===== src/rtl/mux_rr_arbiter.sv =====
// mux_rr_arbiter
//   Two-port round-robin arbiter. Each requester pushes into its own small FIFO.
//   A registered output stage pulls one word per cycle from the FIFOs and presents
//   it downstream with a valid/ready handshake. Under contention the ports alternate.
//   The full flags come from the registered FIFO counts, so a pop in the same cycle
//   never lets a push through. A push that arrives while the FIFO is full is dropped,
//   and a sticky overflow flag records it until reset.
//   Optional feature: define MUX_RR_ARB_STATS_EN to add the per-port grant counters
//   gnt_cnt0 and gnt_cnt1. Each is 8 bits wide and saturates at 8'hFF.
module mux_rr_arbiter #(
  parameter int DATA_W     = 2,
  parameter int FIFO_DEPTH = 4
) (
  input  logic              clk,
  input  logic              reset_L,
  input  logic              valid_0,
  input  logic [DATA_W-1:0] data_in0,
  input  logic              valid_1,
  input  logic [DATA_W-1:0] data_in1,
  input  logic              out_ready,
  output logic              full_0,
  output logic              full_1,
  output logic              ovf_0,
  output logic              ovf_1,
  output logic              valid_out,
  output logic [DATA_W-1:0] data_out,
  output logic              grant
`ifdef MUX_RR_ARB_STATS_EN
  ,
  output logic [7:0]        gnt_cnt0,
  output logic [7:0]        gnt_cnt1
`endif
);

  localparam int PTR_W = (FIFO_DEPTH > 1) ? $clog2(FIFO_DEPTH) : 1;
  localparam int CNT_W = $clog2(FIFO_DEPTH) + 1;
  localparam logic [CNT_W-1:0] FULL_CNT = CNT_W'(FIFO_DEPTH);

  // Saturating increment for the 8-bit grant statistics.
  function automatic logic [7:0] sat_inc8(input logic [7:0] v);
    if (v == 8'hFF) begin
      return v;
    end
    return v + 8'd1;
  endfunction

  // Port 0 FIFO state
  logic [DATA_W-1:0] mem0_q [FIFO_DEPTH];
  logic [PTR_W-1:0]  wr_ptr0_q, wr_ptr0_d;
  logic [PTR_W-1:0]  rd_ptr0_q, rd_ptr0_d;
  logic [CNT_W-1:0]  cnt0_q, cnt0_d;
  logic              ovf0_q, ovf0_d;

  // Port 1 FIFO state
  logic [DATA_W-1:0] mem1_q [FIFO_DEPTH];
  logic [PTR_W-1:0]  wr_ptr1_q, wr_ptr1_d;
  logic [PTR_W-1:0]  rd_ptr1_q, rd_ptr1_d;
  logic [CNT_W-1:0]  cnt1_q, cnt1_d;
  logic              ovf1_q, ovf1_d;

  // Output stage state
  logic              valid_out_q, valid_out_d;
  logic [DATA_W-1:0] data_out_q, data_out_d;
  logic              grant_q, grant_d;
  logic              last_grant_q, last_grant_d;

  // Handshake and arbitration signals
  logic              full0, full1;
  logic              ne0, ne1;
  logic              push0, push1;
  logic              pop0, pop1;
  logic              out_free;
  logic              serve;
  logic              sel;
  logic [DATA_W-1:0] head0, head1;

  // Occupancy flags from the registered counts; a push is accepted only when not full.
  always_comb begin
    full0 = (cnt0_q == FULL_CNT);
    full1 = (cnt1_q == FULL_CNT);
    ne0   = (cnt0_q != '0);
    ne1   = (cnt1_q != '0);
    push0 = valid_0 & ~full0;
    push1 = valid_1 & ~full1;
    head0 = mem0_q[rd_ptr0_q];
    head1 = mem1_q[rd_ptr1_q];
  end

  // Round-robin choice. Under contention, serve the port that did not win last.
  always_comb begin
    out_free = ~valid_out_q | out_ready;
    if (ne0 && ne1) begin
      sel = ~last_grant_q;
    end else if (ne1) begin
      sel = 1'b1;
    end else begin
      sel = 1'b0;
    end
    serve = out_free & (ne0 | ne1);
    pop0  = serve & ~sel;
    pop1  = serve &  sel;
  end

  // Next-state for both FIFOs' pointers, counts and sticky overflow flags.
  always_comb begin
    wr_ptr0_d = push0 ? wr_ptr0_q + 1'b1 : wr_ptr0_q;
    rd_ptr0_d = pop0  ? rd_ptr0_q + 1'b1 : rd_ptr0_q;
    cnt0_d    = cnt0_q + CNT_W'(push0) - CNT_W'(pop0);
    ovf0_d    = ovf0_q | (valid_0 & full0);
    wr_ptr1_d = push1 ? wr_ptr1_q + 1'b1 : wr_ptr1_q;
    rd_ptr1_d = pop1  ? rd_ptr1_q + 1'b1 : rd_ptr1_q;
    cnt1_d    = cnt1_q + CNT_W'(push1) - CNT_W'(pop1);
    ovf1_d    = ovf1_q | (valid_1 & full1);
  end

  // Output stage next-state. The stage loads when free, goes idle when there is nothing to serve, and holds during a stall.
  always_comb begin
    valid_out_d  = valid_out_q;
    data_out_d   = data_out_q;
    grant_d      = grant_q;
    last_grant_d = last_grant_q;
    if (out_free) begin
      if (serve) begin
        valid_out_d  = 1'b1;
        data_out_d   = sel ? head1 : head0;
        grant_d      = sel;
        last_grant_d = sel;
      end else begin
        valid_out_d  = 1'b0;
      end
    end
  end

  // FIFO storage. Reset only clears the pointers and counts, so the contents need no reset.
  always_ff @(posedge clk) begin
    if (push0) begin
      mem0_q[wr_ptr0_q] <= data_in0;
    end
    if (push1) begin
      mem1_q[wr_ptr1_q] <= data_in1;
    end
  end

  // FIFO control registers. Reset discards every queued word at once.
  always_ff @(posedge clk or negedge reset_L) begin
    if (!reset_L) begin
      wr_ptr0_q <= '0;
      rd_ptr0_q <= '0;
      cnt0_q    <= '0;
      ovf0_q    <= 1'b0;
      wr_ptr1_q <= '0;
      rd_ptr1_q <= '0;
      cnt1_q    <= '0;
      ovf1_q    <= 1'b0;
    end else begin
      wr_ptr0_q <= wr_ptr0_d;
      rd_ptr0_q <= rd_ptr0_d;
      cnt0_q    <= cnt0_d;
      ovf0_q    <= ovf0_d;
      wr_ptr1_q <= wr_ptr1_d;
      rd_ptr1_q <= rd_ptr1_d;
      cnt1_q    <= cnt1_d;
      ovf1_q    <= ovf1_d;
    end
  end

  // Output registers. last_grant resets to 1 so the first contention goes to port 0.
  always_ff @(posedge clk or negedge reset_L) begin
    if (!reset_L) begin
      valid_out_q  <= 1'b0;
      data_out_q   <= '0;
      grant_q      <= 1'b0;
      last_grant_q <= 1'b1;
    end else begin
      valid_out_q  <= valid_out_d;
      data_out_q   <= data_out_d;
      grant_q      <= grant_d;
      last_grant_q <= last_grant_d;
    end
  end

`ifdef MUX_RR_ARB_STATS_EN
  logic [7:0] gnt_cnt0_q, gnt_cnt0_d;
  logic [7:0] gnt_cnt1_q, gnt_cnt1_d;

  // Count words served per port, holding at the top value once reached.
  always_comb begin
    gnt_cnt0_d = pop0 ? sat_inc8(gnt_cnt0_q) : gnt_cnt0_q;
    gnt_cnt1_d = pop1 ? sat_inc8(gnt_cnt1_q) : gnt_cnt1_q;
  end

  // Grant statistics registers.
  always_ff @(posedge clk or negedge reset_L) begin
    if (!reset_L) begin
      gnt_cnt0_q <= 8'h00;
      gnt_cnt1_q <= 8'h00;
    end else begin
      gnt_cnt0_q <= gnt_cnt0_d;
      gnt_cnt1_q <= gnt_cnt1_d;
    end
  end

  assign gnt_cnt0 = gnt_cnt0_q;
  assign gnt_cnt1 = gnt_cnt1_q;
`endif

  assign full_0    = full0;
  assign full_1    = full1;
  assign ovf_0     = ovf0_q;
  assign ovf_1     = ovf1_q;
  assign valid_out = valid_out_q;
  assign data_out  = data_out_q;
  assign grant     = grant_q;

endmodule


===== config.mk =====
export PLATFORM = sky130hd
export DESIGN_NAME = mux_rr_arbiter
export DESIGN_NICKNAME = d
export VERILOG_FILES = /design/src/rtl/mux_rr_arbiter.sv
export SDC_FILE = /design/constraint.sdc
export NUM_CORES = 1
export LEC_CHECK = 0
export BUFFER_PORTS_ARGS = -buffer_cell sky130_fd_sc_hd__buf_2
export CAP_MARGIN = 20
export CORE_ASPECT_RATIO = 0.7
export CORE_MARGIN = 4
export CORE_UTILIZATION = 46
export DETAILED_ROUTE_END_ITERATION = 8
export PLACE_DENSITY = 0.78
export SYNTH_ARGS = -nofsm -noshare
export SYNTH_HDL_FRONTEND = slang
export SYNTH_SLANG_ARGS = --single-unit
export TNS_END_PERCENT = 30

===== constraint.sdc =====
create_clock -name clk -period 2.1 [get_ports clk]
set_input_delay 0.105 -clock clk [delete_from_list [all_inputs] [get_ports clk]]
set_output_delay 0.105 -clock clk [all_outputs]
set_load 0.05 [all_outputs]

**After elaboration in Yosys (flattened, before gate mapping)**

Memories as Yosys holds them, arrays and structs flattened.
Index checks and enable logic that the tools add are counted.

- Bits in writable memories: 16
- Output and inout port bits: 8
- Memories kept: 2
- Flip-flop bits (word level): 21
- Word-level logic and storage cells: 52
- Bits of input ports: 9

Memories:

| memory | depth | width | rd ports | clocked after memory_dff | write ports | RTL line | text |
|---|---|---|---|---|---|---|---|
| mem0_q | 4 | 2 | 1 | 0 | 1 | 48 | `logic [DATA_W-1:0] mem0_q [FIFO_DEPTH];` |
| mem1_q | 4 | 2 | 1 | 0 | 1 | 55 | `logic [DATA_W-1:0] mem1_q [FIFO_DEPTH];` |

- $add $sub $neg: 8
- Eq/ne operators: 2
- Muxes and demuxes: 8
- Reduce and logical (&&, ||, !) cells: 4
- Bitwise logic cells: 16

Operator list:

| cell | count |
|---|---|
| $add A2 B1 Y2 const B | 4 |
| $and A1 B1 Y1 | 7 |
| $mux W1 | 7 |
| $add A3 B1 Y3 | 2 |
| $eq A3 B3 Y1 const B | 2 |
| $reduce_bool A3 Y1 | 2 |
| $sub A3 B1 Y3 | 2 |
| $not A1 Y1 | 5 |
| $or A1 B1 Y1 | 4 |
| $mux W2 | 1 |
| $reduce_and A2 Y1 | 1 |
| $logic_and A1 B1 Y1 | 1 |

**Depth between registers and ports, before layout**

Gate-level depths: netlist (run 1).

- Depth in word-level cells: 6
- Mapped depth: 11
- Depth with buffers taken out: 10

**Worst setup path before layout (run 1)**

Ideal clock, no wire load.

- Kind: flip-flop to flip-flop
- Start point: register cnt1_q[1]
- End point: register cnt1_q[2]
- Setup slack: -1.228 ns
- Stages on the path, launching flop included: 11
- Data arrival time: 3.203 ns
- Setup time: 0.126 ns
- Period minus slack after synthesis: 3.328 ns
- Cell sequence: dfrtp_1 > nor3b_1 > nor2b_1 > inv_1 > ha_1 > inv_1 > ha_1 > inv_1 > fa_1 > xnor2_1 > xnor2_1

- Cells in the longest elaborated chain, start to end: 5
- Elaborated cells on any way between the ends: 12
- Classes of those cells: add/sub: 2; eq/ne: 1; mux: 2; bitwise: 5; reduce/logical: 2

Ends and longest elaborated chain:

| element | RTL line | text |
|---|---|---|
| start, declared | 58 | `logic [CNT_W-1:0] cnt1_q, cnt1_d;` |
| start signal, assigned | 162 | `cnt1_q <= cnt1_d;` |
| $eq A3 B3 Y1 | 80 | `full1 = (cnt1_q == FULL_CNT);` |
| net full_1 | 22 | `output logic full_1,` |
| $not A1 Y1 | 84 | `push1 = valid_1 & ~full1;` |
| $and A1 B1 Y1 | 84 |  |
| $add A3 B1 Y3 | 112 | `cnt1_d = cnt1_q + CNT_W'(push1) - CNT_W'(pop1);` |
| $sub A3 B1 Y3 | 112 |  |
| net cnt1_d[2] | 58 |  |

The timed path passes the listed nets, and every way through them passes these cells.
A chain may end at the register's enable or synchronous reset.

**Worst setup path after layout (run 1)**

- Start point: register cnt1_q[1]
- End point: register cnt1_q[2]

- Cells in the longest elaborated chain, start to end: 5
- Elaborated cells on any way between the ends: 12
- Classes of those cells: add/sub: 2; eq/ne: 1; mux: 2; bitwise: 5; reduce/logical: 2

Ends and longest elaborated chain:

| element | RTL line | text |
|---|---|---|
| $reduce_bool A3 Y1 * | 82 | `ne1 = (cnt1_q != '0);` |
| $or A1 B1 Y1, or another cell as far along | 99 | `serve = out_free & (ne0 \| ne1);` |
| $and A1 B1 Y1 or $mux W1 (tied branches) | 99, 92 |  |
| $and A1 B1 Y1 * | 101 | `pop1 = serve & sel;` |
| net pop1 | 71 | `logic pop0, pop1;` |
| $sub A3 B1 Y3 * | 112 |  |
| net cnt1_d[2] | 58 |  |

Mark *: on every way through the listed nets, which the timed path passes. The rest lies on a longest branch.

==> metrics.md, run 1 <==
| Metric | Value |
|---|---|
| Met1 WL | 1.33 mm |
| Post-Syn Instances | approximately 120 |
| Post-synth cell types | 30 |
| Setup crit end kind | flip-flop |
| PortBufs | 16 |
| Die footprint | 4710 um2 |
| PwrDens | 1640 nW/um2 |
| Core Area | roughly 3500 um2 |
| Final setup fails | 2 |
| Fin area | 2160 um2 |
| Initial Utilization | 48.0% |
| Fin nets | 178 |
| Filler cells | approximately 270 |
| Run status | finished, violations left |
| Max_slew headroom | 67.2% |
| Layout cell share with drive strength beyond 1 | between 40% and 50% |
| Clock root cell | clkbuf_8 |
| Number of synthesized flops with an enable pin | 16 |
| Reg-to-Reg End | cnt1_q[2]$_DFF_PN0_ |
| First-pass GRT wire length | 4.83 mm |
| # diodes | 0 |
| CP max FO | 2 |
| Met3 Wirelength | 233 um |
| Hold Crit Depth | 2 |
| Max Used Layer | met4 |
| Power Total | around 3.6 mW |
| Mean post-synth cell area | 14.4 um2 |
| Initial drt markers | 61 |
| Mapped Nets | 140 |
| Clk pin slew, worst setup/hold paths | 80 ps |
| Total grt overflow | 0 |
| Reg2Reg Setup Slack | -80 ps |
| Yosys warning count | 0 |
| Hold WS | 20.5 ps |
| Fmax achieved | 0.459 GHz |
| DRT antenna net count | 0 |
| Synth async-reset ratio | 56.8% |
| Crit path DAT | 2370 ps |
| Hold path start | valid_1 |
| Worst-case clock buffer depth | 2 |
| Number of global-route vias before repair | 1000 |
| Sequential area share after synthesis | 59.8% |
| Die Wd | ~80 um |
| Total clock sinks | 37 |
| # H-tree levels | 2 |
| First drt pass iteration count | 4 |
| RSZ-0062 raised after global routing | true |
| Final Hold Viols | 0 |
| WS Path Type | reg2reg |
| Worst-margin pin slew | 492 ps |
| Residual DRC | 0 |
| RD Place Congestion | 0.808 |
| Largest net degree at the start of global routing | 22 |
| Place WS | -92.7 ps |
| Vias per cell | between 4 and 5 |
| R2r worst-path depth | 10 |
| Cts bufs inserted | 5 |
| Hold Path Sink | ovf_1$_DFF_PN0_ |
| Hold Crit Class | in2reg |
| RR Startpoint | cnt1_q[1]$_DFF_PN0_ |
| Crit path time final | 2180 ps |
| Post-synthesis cell area | 1690 um2 |
| Setup ws final | -78.5 ps |
| Tcrit/Tclk final | 104% |
| Leak | 0.945 nW |
| WL/cell | 14.3 um |
| Routed wl met2 | 1.31 mm |
| CTS tree | built |
| Main flop type after synthesis | dfrtp_1 |
| Synth Register Bits | 37 |
| DP HPWL | ~2.1 mm |
| Final Skew | 9.41 ps |
| Rows | 18 |
| Failing checks | setup timing |
| Die H | about 59 um |
| Clk_lat worst skew | 300 ps |
| Max Cap Violations | 0 |
| Setup TNS | -125 ps |
| Vias | 1015 |
| Max Slew Vio Count | 0 |
| P&R area growth vs syn | 28.4% |
| DRT Wirelength | between 2 and 3 mm |
| IO Count | 17 |
| Dpl cell area | 1970 um2 |
| Tot GR Track Use | 14.2% |
| Initial antenna violation count | 0 |
| VDD IR-drop max | 0.762 mV |
| Critical path launch point type | flip-flop |
| CP Data Required Time | 2290 ps |
[flip-flops by register name, indices dropped and copies added (netlist names), 2 cells and up]
signal,count
wr_ptr0_q,2
wr_ptr1_q,2
mem1_q,8
rd_ptr1_q,2
rd_ptr0_q,2
cnt0_q,3
data_out,2
cnt1_q,3
mem0_q,8
[critical path: stages, from the launching register on]
cell,delay (ps)
dfrtp_2,410
or3_4,400
nand3_2,90
inv_1,40
ha_1,260
inv_1,50
ha_1,140
inv_2,40
fa_2,350
xnor2_2,150
xnor2_1,120
[worst max-delay path by stage]
stage | startpoint | slack (ps) | to
2_1_floorplan | cnt1_q[1]$_DFF_PN0_ | -260 | cnt1_q[2]$_DFF_PN0_
3_3_place_gp | cnt1_q[1]$_DFF_PN0_ | -70 | cnt1_q[2]$_DFF_PN0_
3_5_place_dp | cnt1_q[1]$_DFF_PN0_ | -90 | cnt1_q[2]$_DFF_PN0_
4_1_cts | cnt1_q[1]$_DFF_PN0_ | -70 | cnt1_q[2]$_DFF_PN0_
5_1_grt | cnt1_q[1]$_DFF_PN0_ | -140 | cnt1_q[2]$_DFF_PN0_
6_report | cnt1_q[1]$_DFF_PN0_ | -80 | cnt1_q[2]$_DFF_PN0_
[cell type report]
| cell class | count | area [um2] | area share (%) |
|---|---|---|---|
| inverters | 15 | 56.3 | 2.60 |
| clock buffers | 5 | 68.8 | 3.18 |
| flip-flops and latches | 37 | 1010 | 46.6 |
| well taps | 50 | 62.6 | 2.89 |
| multi-input cells | 63 | 684 | 31.6 |
| clock inverters | 3 | 68.8 | 3.18 |
| repair buffers | 33 | 214 | 9.88 |
[repair_timing]
action | 4_1_cts | 5_1_grt
endpoints found under the hold margin | 20 | 0
resized for setup | 6 | 3
hold buffers | 1 | 0
endpoints found under the setup margin | 4 | 4
setup buffers | 1 | 0
cloned | 0 | 0
[placed cells by master, fill, tap and decap left out, drive strengths merged, types with 2 or more instances in the layout]
cell,Yosys,layout
xnor2,9,9
buf,0,32
or3,2,2
nor2b,2,2
bufinv,0,2
o21ai,3,3
a221o,2,2
clkbuf,2,5
a21o,2,2
dfrtp,20,20
ha,12,12
and2,8,8
mux2,2,2
edfxtp,16,16
fa,2,2
mux4,4,4
inv,15,16
and4,2,2
nor3b,2,2
[per-layer routing]
layer  track usage [%]  vias up
li1                  -      482
met2              20.5       40
met5                 0        -
met3              4.89        7
met4              7.95        0
met1              18.9      486
[stage by stage]
| step | cells | utilization [%] |
|---|---|---|
| 3_3_place_gp | 196 | 56.0 |
| 5_1_grt | 206 | 61.6 |
| 2_1_floorplan | 117 | - |
| 3_5_place_dp | 196 | 56.0 |
| 6_report | 206 | 61.6 |
| 4_1_cts | 206 | 61.4 |
[Yosys cell counts (2+ instances only)]
library cell,number,area [um2]
edfxtp_1,16,480
mux4_2,4,90.1
mux2_2,2,22.5
clkbuf_1,2,7.51
xnor2_1,9,78.8
nor3b_1,2,15.0
ha_1,12,150
or3_1,2,12.5
a221o_1,2,20.0
nor2b_1,2,12.5
fa_1,2,40.0
o21ai_0,3,15.0
dfrtp_1,20,500
and2_1,8,50.1
inv_1,15,56.3
a21o_1,2,15.0
[report_power, final]
group / internal (mW) / total, mW / leakage [nW] / switching [mW]
logic: 0.758 / 1.56 / 0.492 / 0.803
registers: 1.05 / 1.25 / 0.384 / 0.205
clock network: 0.478 / 0.744 / 0.0687 / 0.266
[cells by family (layout without fill, tap and decap cells)]
| family | after synthesis | in the layout | synth area share [%] |
|---|---|---|---|
| DFF | 37 | 37 | 59.8 |
| and+or+nand+nor | 22 | 22 | 8.31 |
| buffers and inverters | 17 | 56 | 3.79 |
| adders and majority gates | 14 | 14 | 11.3 |
| AOI/OAI and AO/OA | 11 | 11 | 4.97 |
| xor gates and xnor gates | 10 | 10 | 5.20 |
| muxes | 6 | 6 | 6.68 |
Power figures use the tool's default switching activity.
==> run 2, diff against run 1 <==
--- a/config.mk
+++ b/config.mk
@@ -7,11 +7,13 @@
 export LEC_CHECK = 0
 export BUFFER_PORTS_ARGS = -buffer_cell sky130_fd_sc_hd__buf_2
 export CAP_MARGIN = 20
+export CELL_PAD_IN_SITES_DETAIL_PLACEMENT = 0
+export CELL_PAD_IN_SITES_GLOBAL_PLACEMENT = 1
 export CORE_ASPECT_RATIO = 0.7
 export CORE_MARGIN = 4
-export CORE_UTILIZATION = 46
+export CORE_UTILIZATION = 43
 export DETAILED_ROUTE_END_ITERATION = 8
-export PLACE_DENSITY = 0.78
+export PLACE_DENSITY = 0.85
 export SYNTH_ARGS = -nofsm -noshare
 export SYNTH_HDL_FRONTEND = slang
 export SYNTH_SLANG_ARGS = --single-unit
==> metrics.md, run 2 (same netlist as run 1, synthesis figures left out) <==
| Metric | Value |
|---|---|
| Critical path launch point type | flip-flop |
| Dpl cell area | 1970 um2 |
| Finished Layout Cells | 209 |
| RSZ-0062 raised after global routing | true |
| Total clock sinks | 37 |
| RD Place Congestion | roughly 0.77 |
| Crit path buf inv count | 1 |
| Crit path time final | 2220 ps |
| CP peak stage delay | ~430 ps |
| # placed instances | 196 |
| Number of global-route vias before repair | 1062 |
| Comb power frac | a little under half |
| Largest net degree at the start of global routing | 22 |
| Rows | 18 |
| Initial drt markers | 33 |
| Reg-to-Reg End | cnt0_q[2]$_DFF_PN0_ |
| PwrDens | 1610 nW/um2 |
| PortBufs | 16 |
| Critical-path top delay cell | dfrtp_1 |
| Vias per cell | ~4.8 |
| CTS tree | built |
| IO Count | 17 |
| First drt pass iteration count | 3 |
| Fin nets | 181 |
| Residual DRC | 0 |
| Initial antenna violation count | 0 |
| First-pass GRT wire length | 4.99 mm |
| DRT Wirelength | between 3 and 4 mm |
| Final setup fails | 3 |
| Worst path top cell family by delay | adder cells |
| Setup ws final | -125 ps |
| Worst-case clock buffer depth | 2 |
| WS Path Type | reg2reg |
| Die H | 60.4 um |
| RR Startpoint | cnt0_q[0]$_DFF_PN0_ |
| P&R area growth vs syn | 30.7% |
| Final Skew | 7.95 ps |
| Reg2Reg Setup Slack | -120 ps |
| P_sw | 1.32 mW |
| R2r worst-path depth | 8 |
| Power Total | about 3.6 mW |
| Fin area | 2200 um2 |
| Hold Path Sink | mem1_q[1][1]$_DFFE_PP_ |
| Tot GR Track Use | 13.3% |
| Initial Utilization | 46.2% |
| Clk_lat worst skew | 290 ps |
| Hold Crit Depth | 1 |
| Clock share of power | ~17% |
| Core Area | 3650 um2 |
| Critical-path cell list | or3_4 -> o211a_1 -> ha_4 -> inv_2 -> ha_2 -> fa_2 -> xnor2_2 -> xnor2_1 |
| Clk pin slew, worst setup/hold paths | roughly 70 ps |
| Cts bufs inserted | 5 |
| # diodes | 0 |
| Most common cell after layout, fill and taps aside | buf_4 |
| Max Cap Violations | 0 |
| Hold path start | data_in1[1] |
| Run status | finished, violations left |
| Switching share of power | 37.0% |
| P_int | 2.24 mW |
| Top Registers | mem0_q: 8 flops, mem1_q: 8 flops |
| Final Hold Viols | 0 |
| Total grt overflow | 0 |
| Crit path DAT | 2390 ps |
| Setup crit end kind | flip-flop |
| VDD IR-drop max | 0.825 mV |
| Die Wd | 82.8 um |
| Max_slew headroom | between 60% and 70% |
| DRT antenna net count | 0 |
| Filler cells | 292 |
| Failing checks | setup timing |
| Sequential share of power | 36.0% |
| Tcrit/Tclk final | 106% |
| CP max FO | 3 |
| Hold WS | 30.5 ps |
| CP Data Required Time | 2270 ps |
| # H-tree levels | 2 |
| Clock root cell | clkbuf_8 |
| Worst-margin pin slew | 481 ps |
| Hold Crit Class | in2reg |
| Leak | 0.940 nW |
| Fmax achieved | 0.449 GHz |
| DP HPWL | 2.14 mm |
| Max Slew Vio Count | 0 |
| Most frequent cells in the layout | buf_4, dfrtp_1, buf_2, edfxtp_1, inv_1 |
| Vias | 1000 |
| Die footprint | 5000 um2 |
| Layout cell share with drive strength beyond 1 | about 47% |
| WL/cell | 14.4 um |
## run 2: changes by cell type in the layout (fill, tap and decap cells not counted), moves of 3 or more
cell / before / now
buf_4: 15 / 19
inv_2: 1 / 4
ha_4: 0 / 3
inv_1: 14 / 10
ha_1: 11 / 8
## run 2: how the worst max path moves through the flow
| stage | from | endpoint | cells after the start |
|---|---|---|---|
| detailed placement | cnt0_q[1]$_DFF_PN0_ | cnt1_q[2]$_DFF_PN0_ | 10 |
| CTS | cnt0_q[1]$_DFF_PN0_ | cnt0_q[2]$_DFF_PN0_ | 8 |
| finish | cnt0_q[0]$_DFF_PN0_ | cnt0_q[2]$_DFF_PN0_ | 8 |
| floorplan | cnt1_q[1]$_DFF_PN0_ | cnt1_q[2]$_DFF_PN0_ | 10 |
| global placement | cnt0_q[1]$_DFF_PN0_ | cnt1_q[2]$_DFF_PN0_ | 10 |
| global route | cnt1_q[0]$_DFF_PN0_ | cnt0_q[2]$_DFF_PN0_ | 9 |
## run 2: cell type report
type	instances	area [um2]	share of cell area [%]
clock inverters	2	35.0	1.59
well taps	50	62.6	2.84
clock buffers	6	72.6	3.29
inverters	15	58.8	2.67
repair buffers	36	233	10.6
multi-input cells	63	731	33.2
flip-flops and latches	37	1010	45.9
## run 2: timing repair
item	in CTS	in global routing
hold endpoints to repair	20	0
setup buffers	0	4
hold buffers	1	0
resized for setup	4	15
setup endpoints to repair	3	4
pin swaps	1	8
## run 2: through the flow
step | setup TNS [ps] | util (%) | worst slack, ps
floorplan | -678 | - | -265
global placement | -81.4 | 53.9 | -70.3
detailed placement | -180 | 53.9 | -109
CTS | -180 | 57.8 | -92.1
global route | -476 | 60.4 | -192
finish | -217 | 60.4 | -125
## run 2: worst reg2reg max path, delay by kind of cell (launching register included)
kind                     cells  cell delay [ps]
AO/OA/AOI/OAI                1              170
flip-flops                   1              430
XOR/XNOR                     2              260
adder cells (fa/ha/maj)      3              830
AND/OR/NAND/NOR              1              390
buffers and inverters        1               30
## run 2: power groups by stage
| stage | Sequential [mW] | Combinational (mW) | Clock [mW] |
|---|---|---|---|
| floorplan | 1.42 | 0.810 | 0 |
| global placement | 1.24 | 1.38 | 0 |
| detailed placement | 1.26 | 1.44 | 0 |
| CTS | 1.26 | 1.49 | 0.606 |
| global route | 1.33 | 1.84 | 0.650 |
| finish | 1.28 | 1.68 | 0.594 |
## run 2: metal layers
| metal | vias to the layer above | routed length (um) | GRT usage (%) |
|---|---|---|---|
| met5 | - | 0 | 0 |
| met4 | 0 | 55 | 5.59 |
| met3 | 6 | 129 | 4.75 |
| met2 | 19 | 1420 | 21.1 |
| met1 | 489 | 1400 | 17.1 |
| li1 | 486 | - | - |
==> run 3, diff against run 2 <==
--- a/config.mk
+++ b/config.mk
@@ -6,12 +6,13 @@
 export NUM_CORES = 1
 export LEC_CHECK = 0
 export BUFFER_PORTS_ARGS = -buffer_cell sky130_fd_sc_hd__buf_2
-export CAP_MARGIN = 20
+export CAP_MARGIN = 25
 export CELL_PAD_IN_SITES_DETAIL_PLACEMENT = 0
 export CELL_PAD_IN_SITES_GLOBAL_PLACEMENT = 1
 export CORE_ASPECT_RATIO = 0.7
 export CORE_MARGIN = 4
 export CORE_UTILIZATION = 43
+export CTS_CLUSTER_DIAMETER = 200
 export DETAILED_ROUTE_END_ITERATION = 8
 export PLACE_DENSITY = 0.85
 export SYNTH_ARGS = -nofsm -noshare
==> constraint.sdc (replaced) <==
create_clock -name clk -period 1.9 [get_ports clk]
set_input_delay 0.095 -clock clk [delete_from_list [all_inputs] [get_ports clk]]
set_output_delay 0.095 -clock clk [all_outputs]
set_load 0.05 [all_outputs]
==> metrics.md, run 3 (same netlist as run 1, synthesis figures left out) <==
| Metric | Value |
|---|---|
| Run status | finished, violations left |
| Failing checks | setup timing |
| Leak | approximately 0.96 nW |
| DRT antenna net count | 0 |
| Fmax achieved | 0.457 GHz |
| Die Wd | 82.8 um |
| VDD IR-drop max | 0.797 mV |
| Fin area | 2230 um2 |
| Hold path start | valid_1 |
| Clk pin slew, worst setup/hold paths | 70 ps |
| RSZ-0062 raised after global routing | true |
| Rows | 18 |
| Most common cell after layout, fill and taps aside | buf_4 |
| Fin nets | 185 |
| First-pass GRT wire length | 5.20 mm |
| CTS tree | built |
| Critical-path top delay cell | dfrtp_2 |
| Cts bufs inserted | 5 |
| Crit path time final | 2190 ps |
| Number of global-route vias before repair | approximately 1100 |
| Total clock sinks | 37 |
| Tot GR Track Use | ~14% |
| Final setup fails | 4 |
| DRT Wirelength | 2.97 mm |
| Initial drt markers | 53 |
| R2r worst-path depth | 8 |
| Worst-margin pin slew | ~480 ps |
| Final Skew | 4.04 ps |
| RD Place Congestion | 0.765 |
| Core Area | around 3600 um2 |
| First drt pass iteration count | 4 |
| Reg2Reg Setup Slack | -290 ps |
| Setup ws final | -286 ps |
| Crit. path cell count | 8 |
| Hold Crit Class | in2reg |
| Top Registers | mem0_q: 8 flops, mem1_q: 8 flops |
| Initial antenna violation count | 0 |
| Largest net degree at the start of global routing | 22 |
| Most frequent cells in the layout | buf_4, dfrtp_1, buf_2, edfxtp_1, inv_1 |
| Reg-to-Reg End | cnt0_q[2]$_DFF_PN0_ |
| Initial Utilization | 46.2% |
| Max_slew headroom | 68.0% |
| Hold Crit Depth | 2 |
| Residual DRC | 0 |
| WS Path Type | reg2reg |
| Vias | around 1000 |
| Crit path buf inv count | 1 |
| Crit path DAT | 2350 ps |
| Die H | 60.4 um |
| Clock root cell | clkbuf_8 |
| Layout cell share with drive strength beyond 1 | 47.2% |
| Critical path launch point type | flip-flop |
| Final Hold Viols | 0 |
| # diodes | 0 |
| Total grt overflow | 0 |
| Max Cap Violations | 0 |
| Hold Path Sink | ovf_1$_DFF_PN0_ |
| PwrDens | between 1500 and 2000 nW/um2 |
| Max Slew Vio Count | 0 |
| Tcrit/Tclk final | 115% |
| Worst path top cell family by delay | adder cells |
| Dpl cell area | 1980 um2 |
| DP HPWL | approximately 2.2 mm |
| CP Data Required Time | 2070 ps |
| Filler cells | 298 |
| # H-tree levels | 2 |
| PortBufs | 16 |
| IO Count | 17 |
| Clk_lat worst skew | around 280 ps |
| Vias per cell | 4.83 |
| RR Startpoint | cnt0_q[0]$_DFF_PN0_ |
| Power Total | 3.95 mW |
| P&R area growth vs syn | 32.1% |
| Die footprint | 5000 um2 |
| Worst-case clock buffer depth | 2 |
| CP peak stage delay | 410 ps |
| WL/cell | 13.9 um |
| Critical-path cell list | or3_4 -> o211a_1 -> ha_1 -> inv_1 -> ha_2 -> fa_2 -> xnor2_2 -> xnor2_1 |
| Setup crit end kind | flip-flop |
| CP max FO | 3 |
-- run 3: power breakdown --
group          internal, mW  total [mW]  switching [mW]
Clock                 0.387       0.648           0.261
Combinational         0.964        1.92           0.960
Sequential             1.16        1.38           0.215
-- run 3: repair_timing --
item / CTS / global route
pin swaps: 9 / 9
hold buffers: 1 / 0
endpoints found under the setup margin: 4 / 4
hold endpoints to repair: 20 / 0
resized for setup: 12 / 7
buffers inserted: 5 / 2
-- run 3: worst max-delay path by stage --
stage,start,endpoint,slack [ps]
after floorplan,cnt1_q[1]$_DFF_PN0_,cnt1_q[2]$_DFF_PN0_,-460
after global placement,cnt0_q[1]$_DFF_PN0_,cnt1_q[2]$_DFF_PN0_,-270
final,cnt0_q[0]$_DFF_PN0_,cnt0_q[2]$_DFF_PN0_,-290
after global routing,cnt0_q[0]$_DFF_PN0_,cnt0_q[2]$_DFF_PN0_,-350
after detailed placement,cnt0_q[1]$_DFF_PN0_,cnt1_q[2]$_DFF_PN0_,-360
after CTS,cnt0_q[0]$_DFF_PN0_,cnt0_q[2]$_DFF_PN0_,-300
-- run 3: per-stage QoR --
step / util (%) / setup slack, ps / cells / TNS, ps / hold slack, ps
after global placement: 54.1 / -273 / 197 / -834 / 73.3
after global routing: 61.0 / -354 / 213 / -1070 / 14.2
final: 61.0 / -286 / 213 / -765 / 26.2
after CTS: 60.0 / -303 / 211 / -991 / 18.5
after floorplan: - / -465 / 117 / -1480 / -201
after detailed placement: 54.1 / -362 / 197 / -1100 / 85.8
-- run 3: layout make-up --
cell class	count	area, um2	area share (%)
clock buffer	6	72.6	3.26
multi-input combinational	63	723	32.5
clock inverter	2	33.8	1.52
timing repair buffer	40	267	12.0
tap	50	62.6	2.81
sequential	37	1010	45.4
inverter	15	56.3	2.53
-- run 3: routing by layer --
| layer | routed length, um | track usage [%] | vias to the layer above |
|---|---|---|---|
| met5 | 0 | 0 | - |
| met4 | 46 | 5.59 | 0 |
| met3 | 135 | 4.48 | 6 |
| met2 | 1400 | 23.4 | 19 |
| met1 | 1390 | 16.8 | 508 |
| li1 | - | - | 496 |
